===== src/rtl/uart_tx_fifo_reader.sv =====
// uart_tx_fifo_reader
//   Pops words from the TX FIFO read port and serializes bits [7:0] of each
//   word onto the UART tx line: start bit, 8 data bits LSB first, optional
//   parity bit, then STOP_BITS stop bits. Each bit lasts div_eff clocks.
//
// Ports
//   clk         system clock
//   rst_n       asynchronous active-low reset
//   tx_en       allows a new frame to be popped (checked only in IDLE)
//   clkdiv      clocks per UART bit (0 is treated as 1), sampled per frame
//   fifo_empty  FIFO empty flag
//   fifo_valid  FIFO read-data valid, one cycle after an accepted pop
//   fifo_data   FIFO read data; only [7:0] is transmitted
//   fifo_rd_en  FIFO pop request (combinational, IDLE only)
//   tx          serial output, idle high
//   busy        high whenever the FSM is not in IDLE
//   tx_done     one-cycle pulse on the last cycle of the final stop bit
module uart_tx_fifo_reader #(
    parameter int FIFO_WIDTH = 32,
    parameter int DIV_WIDTH  = 16,
    parameter int PARITY     = 0,
    parameter int STOP_BITS  = 1
) (
    input  logic                  clk,
    input  logic                  rst_n,
    input  logic                  tx_en,
    input  logic [DIV_WIDTH-1:0]  clkdiv,
    input  logic                  fifo_empty,
    input  logic                  fifo_valid,
    input  logic [FIFO_WIDTH-1:0] fifo_data,
    output logic                  fifo_rd_en,
    output logic                  tx,
    output logic                  busy,
    output logic                  tx_done
);

    typedef enum logic [2:0] {
        S_IDLE,
        S_WAIT_DATA,
        S_START,
        S_DATA,
        S_PARITY,
        S_STOP
    } state_e;

    state_e               state_q, state_d;
    logic [DIV_WIDTH-1:0] div_q, div_d;
    logic [DIV_WIDTH-1:0] cnt_q, cnt_d;
    logic [7:0]           data_q, data_d;
    logic [2:0]           bit_idx_q, bit_idx_d;
    logic                 stop_idx_q, stop_idx_d;

    logic [DIV_WIDTH-1:0] div_eff;
    logic                 bit_end;
    logic                 last_stop;
    logic                 par_bit;
    logic                 unused_hi;

    assign div_eff   = (clkdiv == '0) ? DIV_WIDTH'(1) : clkdiv;
    assign bit_end   = (cnt_q == '0);
    assign last_stop = bit_end && (stop_idx_q == 1'(STOP_BITS - 1));
    // Even parity is the XOR of the data bits; odd parity inverts it.
    assign par_bit   = (^data_q) ^ (PARITY == 2);
    assign unused_hi = ^fifo_data[FIFO_WIDTH-1:8];

    // ---------------- state register ----------------
    always_ff @(posedge clk or negedge rst_n) begin
        if (!rst_n) state_q <= S_IDLE;
        else        state_q <= state_d;
    end

    // ---------------- next-state logic ----------------
    always_comb begin
        state_d = state_q;
        case (state_q)
            S_IDLE:      if (fifo_rd_en) state_d = S_WAIT_DATA;
            S_WAIT_DATA: if (fifo_valid) state_d = S_START;
            S_START:     if (bit_end)    state_d = S_DATA;
            S_DATA: begin
                if (bit_end && bit_idx_q == 3'd7)
                    state_d = (PARITY != 0) ? S_PARITY : S_STOP;
            end
            S_PARITY:    if (bit_end)    state_d = S_STOP;
            S_STOP:      if (last_stop)  state_d = S_IDLE;
            default:                     state_d = S_IDLE;
        endcase
    end

    // ---------------- outputs ----------------
    always_comb begin
        fifo_rd_en = 1'b0;
        tx         = 1'b1;
        busy       = (state_q != S_IDLE);
        tx_done    = 1'b0;
        case (state_q)
            // rst_n gating keeps the pop request low while reset is held.
            S_IDLE:   fifo_rd_en = rst_n && tx_en && !fifo_empty;
            S_START:  tx = 1'b0;
            S_DATA:   tx = data_q[bit_idx_q];
            S_PARITY: tx = par_bit;
            S_STOP:   tx_done = last_stop;
            default:  ;
        endcase
    end

    // ---------------- datapath: bit timer, indices, data ----------------
    always_comb begin
        div_d      = div_q;
        cnt_d      = cnt_q;
        data_d     = data_q;
        bit_idx_d  = bit_idx_q;
        stop_idx_d = stop_idx_q;
        case (state_q)
            S_WAIT_DATA: begin
                // Divisor is captured here only, so clkdiv changes take
                // effect from the next frame.
                if (fifo_valid) begin
                    data_d     = fifo_data[7:0];
                    div_d      = div_eff;
                    cnt_d      = div_eff - DIV_WIDTH'(1);
                    bit_idx_d  = 3'd0;
                    stop_idx_d = 1'b0;
                end
            end
            S_START, S_DATA, S_PARITY, S_STOP: begin
                if (bit_end) begin
                    cnt_d = div_q - DIV_WIDTH'(1);
                    if (state_q == S_DATA) bit_idx_d  = bit_idx_q + 3'd1;
                    if (state_q == S_STOP) stop_idx_d = ~stop_idx_q;
                end else begin
                    cnt_d = cnt_q - DIV_WIDTH'(1);
                end
            end
            default: ;
        endcase
    end

    always_ff @(posedge clk or negedge rst_n) begin
        if (!rst_n) begin
            div_q      <= '0;
            cnt_q      <= '0;
            data_q     <= '0;
            bit_idx_q  <= '0;
            stop_idx_q <= 1'b0;
        end else begin
            div_q      <= div_d;
            cnt_q      <= cnt_d;
            data_q     <= data_d;
            bit_idx_q  <= bit_idx_d;
            stop_idx_q <= stop_idx_d;
        end
    end

endmodule


===== config.mk =====
export PLATFORM = sky130hd
export DESIGN_NAME = uart_tx_fifo_reader
export DESIGN_NICKNAME = d
export VERILOG_FILES = /design/src/rtl/uart_tx_fifo_reader.sv
export SDC_FILE = /design/constraint.sdc
export NUM_CORES = 1
export LEC_CHECK = 0
export BUFFER_PORTS_ARGS = -buffer_cell sky130_fd_sc_hd__clkbuf_2
export CORE_MARGIN = 2
export CORE_UTILIZATION = 45
export CTS_BUF_LIST = sky130_fd_sc_hd__clkbuf_2
export DETAILED_ROUTE_END_ITERATION = 16
export PLACE_DENSITY = 0.67
export SLEW_MARGIN = 5
export SYNTH_ARGS = -nofsm -noshare
export SYNTH_HDL_FRONTEND = slang
export SYNTH_SLANG_ARGS = --single-unit

===== constraint.sdc =====
create_clock -name clk -period 6.86 [get_ports clk]
set_input_delay 2.058 -clock clk [delete_from_list [all_inputs] [get_ports clk]]
set_output_delay 2.058 -clock clk [all_outputs]
set_load 0.02 [all_outputs]

==> results.md <==
- Unique masters post-synth: 63
- Compound-Gate Fraction of Synth Area: between 10% and 20%
- Clk buf depth: 2
- Largest family of logic cells by synthesized area: simple AND/OR/NAND/NOR gates
- Met1 global-route usage: approximately 30%
- Post CTS Setup Buffer Count: 0
- CP Max Fanout: 16
- Core Rows: 30
- Antenna viol nets, final: 0
- Yosys synthesis warning count: 0
- Finish-stage setup viols: 0
- Hold_ws: roughly 0.54 ns
- Syn_nets: 369
- Flops & latches, synth: 47
- RSZ-0062 raised after global routing: no
- Instance count of the mapped netlist: roughly 310
- Antenna cells: 0
- Final WS setup: 1.89 ns
- Slew headroom: 27.0%
- Combinational power share: 48.6%
- Number of H-tree branching levels: 2
- DRT Wirelength: 7.20 mm
- Die X: just under 90 um
- Met3 usage in global routing: 3.05%
- Fin. max-slew vios: 0
- Hold buffer count at CTS: 0
- Clock transition at the registers of the reported paths: between 0.2 and 0.3 ns
- Initial Util: 46.0%
- Layout cells sized above 1: 26.8%
- HPWL Detailed: ~5 mm
- Wire length per cell: 17.2 um
- MaxCap Viol Count: 0
- DR iter-0 viols: 316
- Gr ovfl total: 0
- Clock Power Share: around a tenth
- Die H: 86.8 um
- Final Critical Period: 4.97 ns
- Core area: 0.00672 mm2
- Final Wtd Congestion: ~0.85
- Pleak: 1.36 nW
- Die area: 0.00754 mm2
- First drt pass iteration count: 4
- # resized after CTS: 0
- Post-synthesis cell area: around 0.003 mm2
- Sequential area share after synthesis: 38.1%
- Post-synth ARST share: 100%
- CTS tree: done
- Post-synth EDFFs: 0
- Ports: 57
- Mux cell area share after synthesis: 16.7%
- Status: completed
- Commonest non-fill, non-tap cell in the layout: dfrtp_1
- Clock sink count: 47
- Synth Area in Simple Gates: a little under a fifth
- CTS buffer count: 5
- Pin count of the biggest net entering global routing: 48
- P&R area growth vs syn: 8.39%
- Crit end category: output port
- Met2 usage: between 30% and 40%
- Port Buf Inserts: 32
- Residual DRC count: 0
- Worst-Skew Late Latency: 0.45 ns
- Worst slew pin tran: 1.09 ns
- Fill count: 634
- Root Buffer: clkbuf_2
- Final net count: 394
- Critical Path Start Type: flip-flop
- Synth Area in XOR/XNOR: 3.73%
- Switching share of total power: a little over two fifths
- Vias in the first global route: roughly 2.4k
- FMAX: 0.201 GHz
- Fin crit share: between 70% and 80%
- Setup CP Type: flip-flop to output port
- Setup Skew: 0.0332 ns
- DR vias: 2527
- Worst slack, placed: roughly 2.2 ns
- CP arrival: 2.91 ns
- Via/cell ratio: 6.03
- Setup tns final: 0 ns
- Internal cell power: 0.746 mW
- Total power: 1.30 mW
- WP data required: ~4.8 ns
- Predominant post-synthesis flop cell: dfrtp_1
- First-pass GRT wire length: 12.2 mm
- Adder-cell share of the synthesized area: 1.22%
- Inst Count DP: 411
- Global routing's busiest layer: met2
- Commonest non-fill, non-tap cells in the layout: 47 x dfrtp_1, 37 x clkbuf_2, 31 x nand2_1, 25 x mux2_2, 24 x nor2_1
- GRT Resource Usage Total: around a fifth
- Peak supply drop: 0.140 mV
- Syn Area/Cell: slightly below 10 um2
- Reg power frac: a little over two fifths
- Hold Crit Class: flip-flop to flip-flop
- Finished Layout Cells: 419
- Net Sw Power: 0.550 mW
- Pwr Density: 387 mW/mm2
- Antenna violations before repair: 0
- Final hold vios: 0
registers in the layout (all words and copies together), names as in the netlist:
name	cells
stop_idx_q	1
div_q	16
state_q	3
data_q	8
cnt_q	16
bit_idx_q	3
cell families after synthesis:
group / after synthesis
muxes: 44
DFF: 47
adders and majority gates: 3
and+or+nand+nor: 108
AOI/OAI and AO/OA: 78
buffers and inverters: 22
xor gates and xnor gates: 11
final cells by class:
| class | count | area (um2) | area share [%] |
|---|---|---|---|
| Sequential cell | 47 | 1180 | 35.1 |
| Timing Repair Buffer | 35 | 183 | 5.46 |
| Clock inverter | 3 | 20.0 | 0.598 |
| Tap cell | 80 | 100 | 2.99 |
| Multi-Input combinational cell | 244 | 1820 | 54.5 |
| Inverter | 5 | 18.8 | 0.561 |
| Clock buffer | 5 | 25.0 | 0.748 |
synthesized netlist by cell type, drive strengths merged (9+ instances only):
| cell type | instances | area, um2 |
|---|---|---|
| a31oi | 9 | 56.3 |
| a21oi | 15 | 75.1 |
| o31ai | 9 | 110 |
| nand3 | 10 | 50.1 |
| nor3 | 14 | 81.3 |
| nor2 | 25 | 93.8 |
| mux2 | 28 | 319 |
| clkbuf | 9 | 33.8 |
| dfrtp | 47 | 1180 |
| nand2 | 32 | 128 |
| o21ai | 19 | 98.9 |
| xnor2 | 10 | 106 |
| mux2i | 14 | 153 |
critical path, cell delays in order (launching register included):
cell and delay (ns):
dfrtp_1 0.47, nor4_2 0.46, nand4_2 0.59, nor3_1 0.58, and3_1 0.22, clkbuf_2 0.16
power groups by stage:
| stage | sequential [mW] | combinational (mW) | clock, mW |
|---|---|---|---|
| finish | 0.543 | 0.630 | 0.123 |
| global route | 0.566 | 0.702 | 0.140 |
| CTS | 0.542 | 0.629 | 0.128 |
| detailed placement | 0.550 | 0.626 | 0 |
| global placement | 0.544 | 0.608 | 0 |
| floorplan | 0.509 | 0.526 | 0 |
per-layer routing:
metal / share of wire (%) / wire (um)
met2: 46 / 3330
met5: 0 / 0
met1: 48 / 3460
met4: 0.99 / 71
met3: 4.7 / 335
final timing paths:
kind / cells after the start / slack, ns / start / to
max in group asynchronous: 2 / 4.70 / rst_n / data_q[4]
min in group asynchronous: 2 / 1.70 / rst_n / div_q[7]
hold reg to reg: 1 / 0.54 / div_q[14] / div_q[14]
setup / recovery: 5 / 1.89 / cnt_q[13] / tx_done
hold / removal: 1 / 0.54 / div_q[14] / div_q[14]
setup reg to reg: 9 / 3.06 / state_q[2] / cnt_q[10]
per-stage QoR:
stage,cell area (um2),util [%]
2_1_floorplan,3090,-
3_3_place_gp,3300,49.1
3_5_place_dp,3300,49.1
4_1_cts,3350,49.8
5_1_grt,3350,49.8
6_report,3350,49.8
No activity file was read; power rests on OpenSTA's default activity.
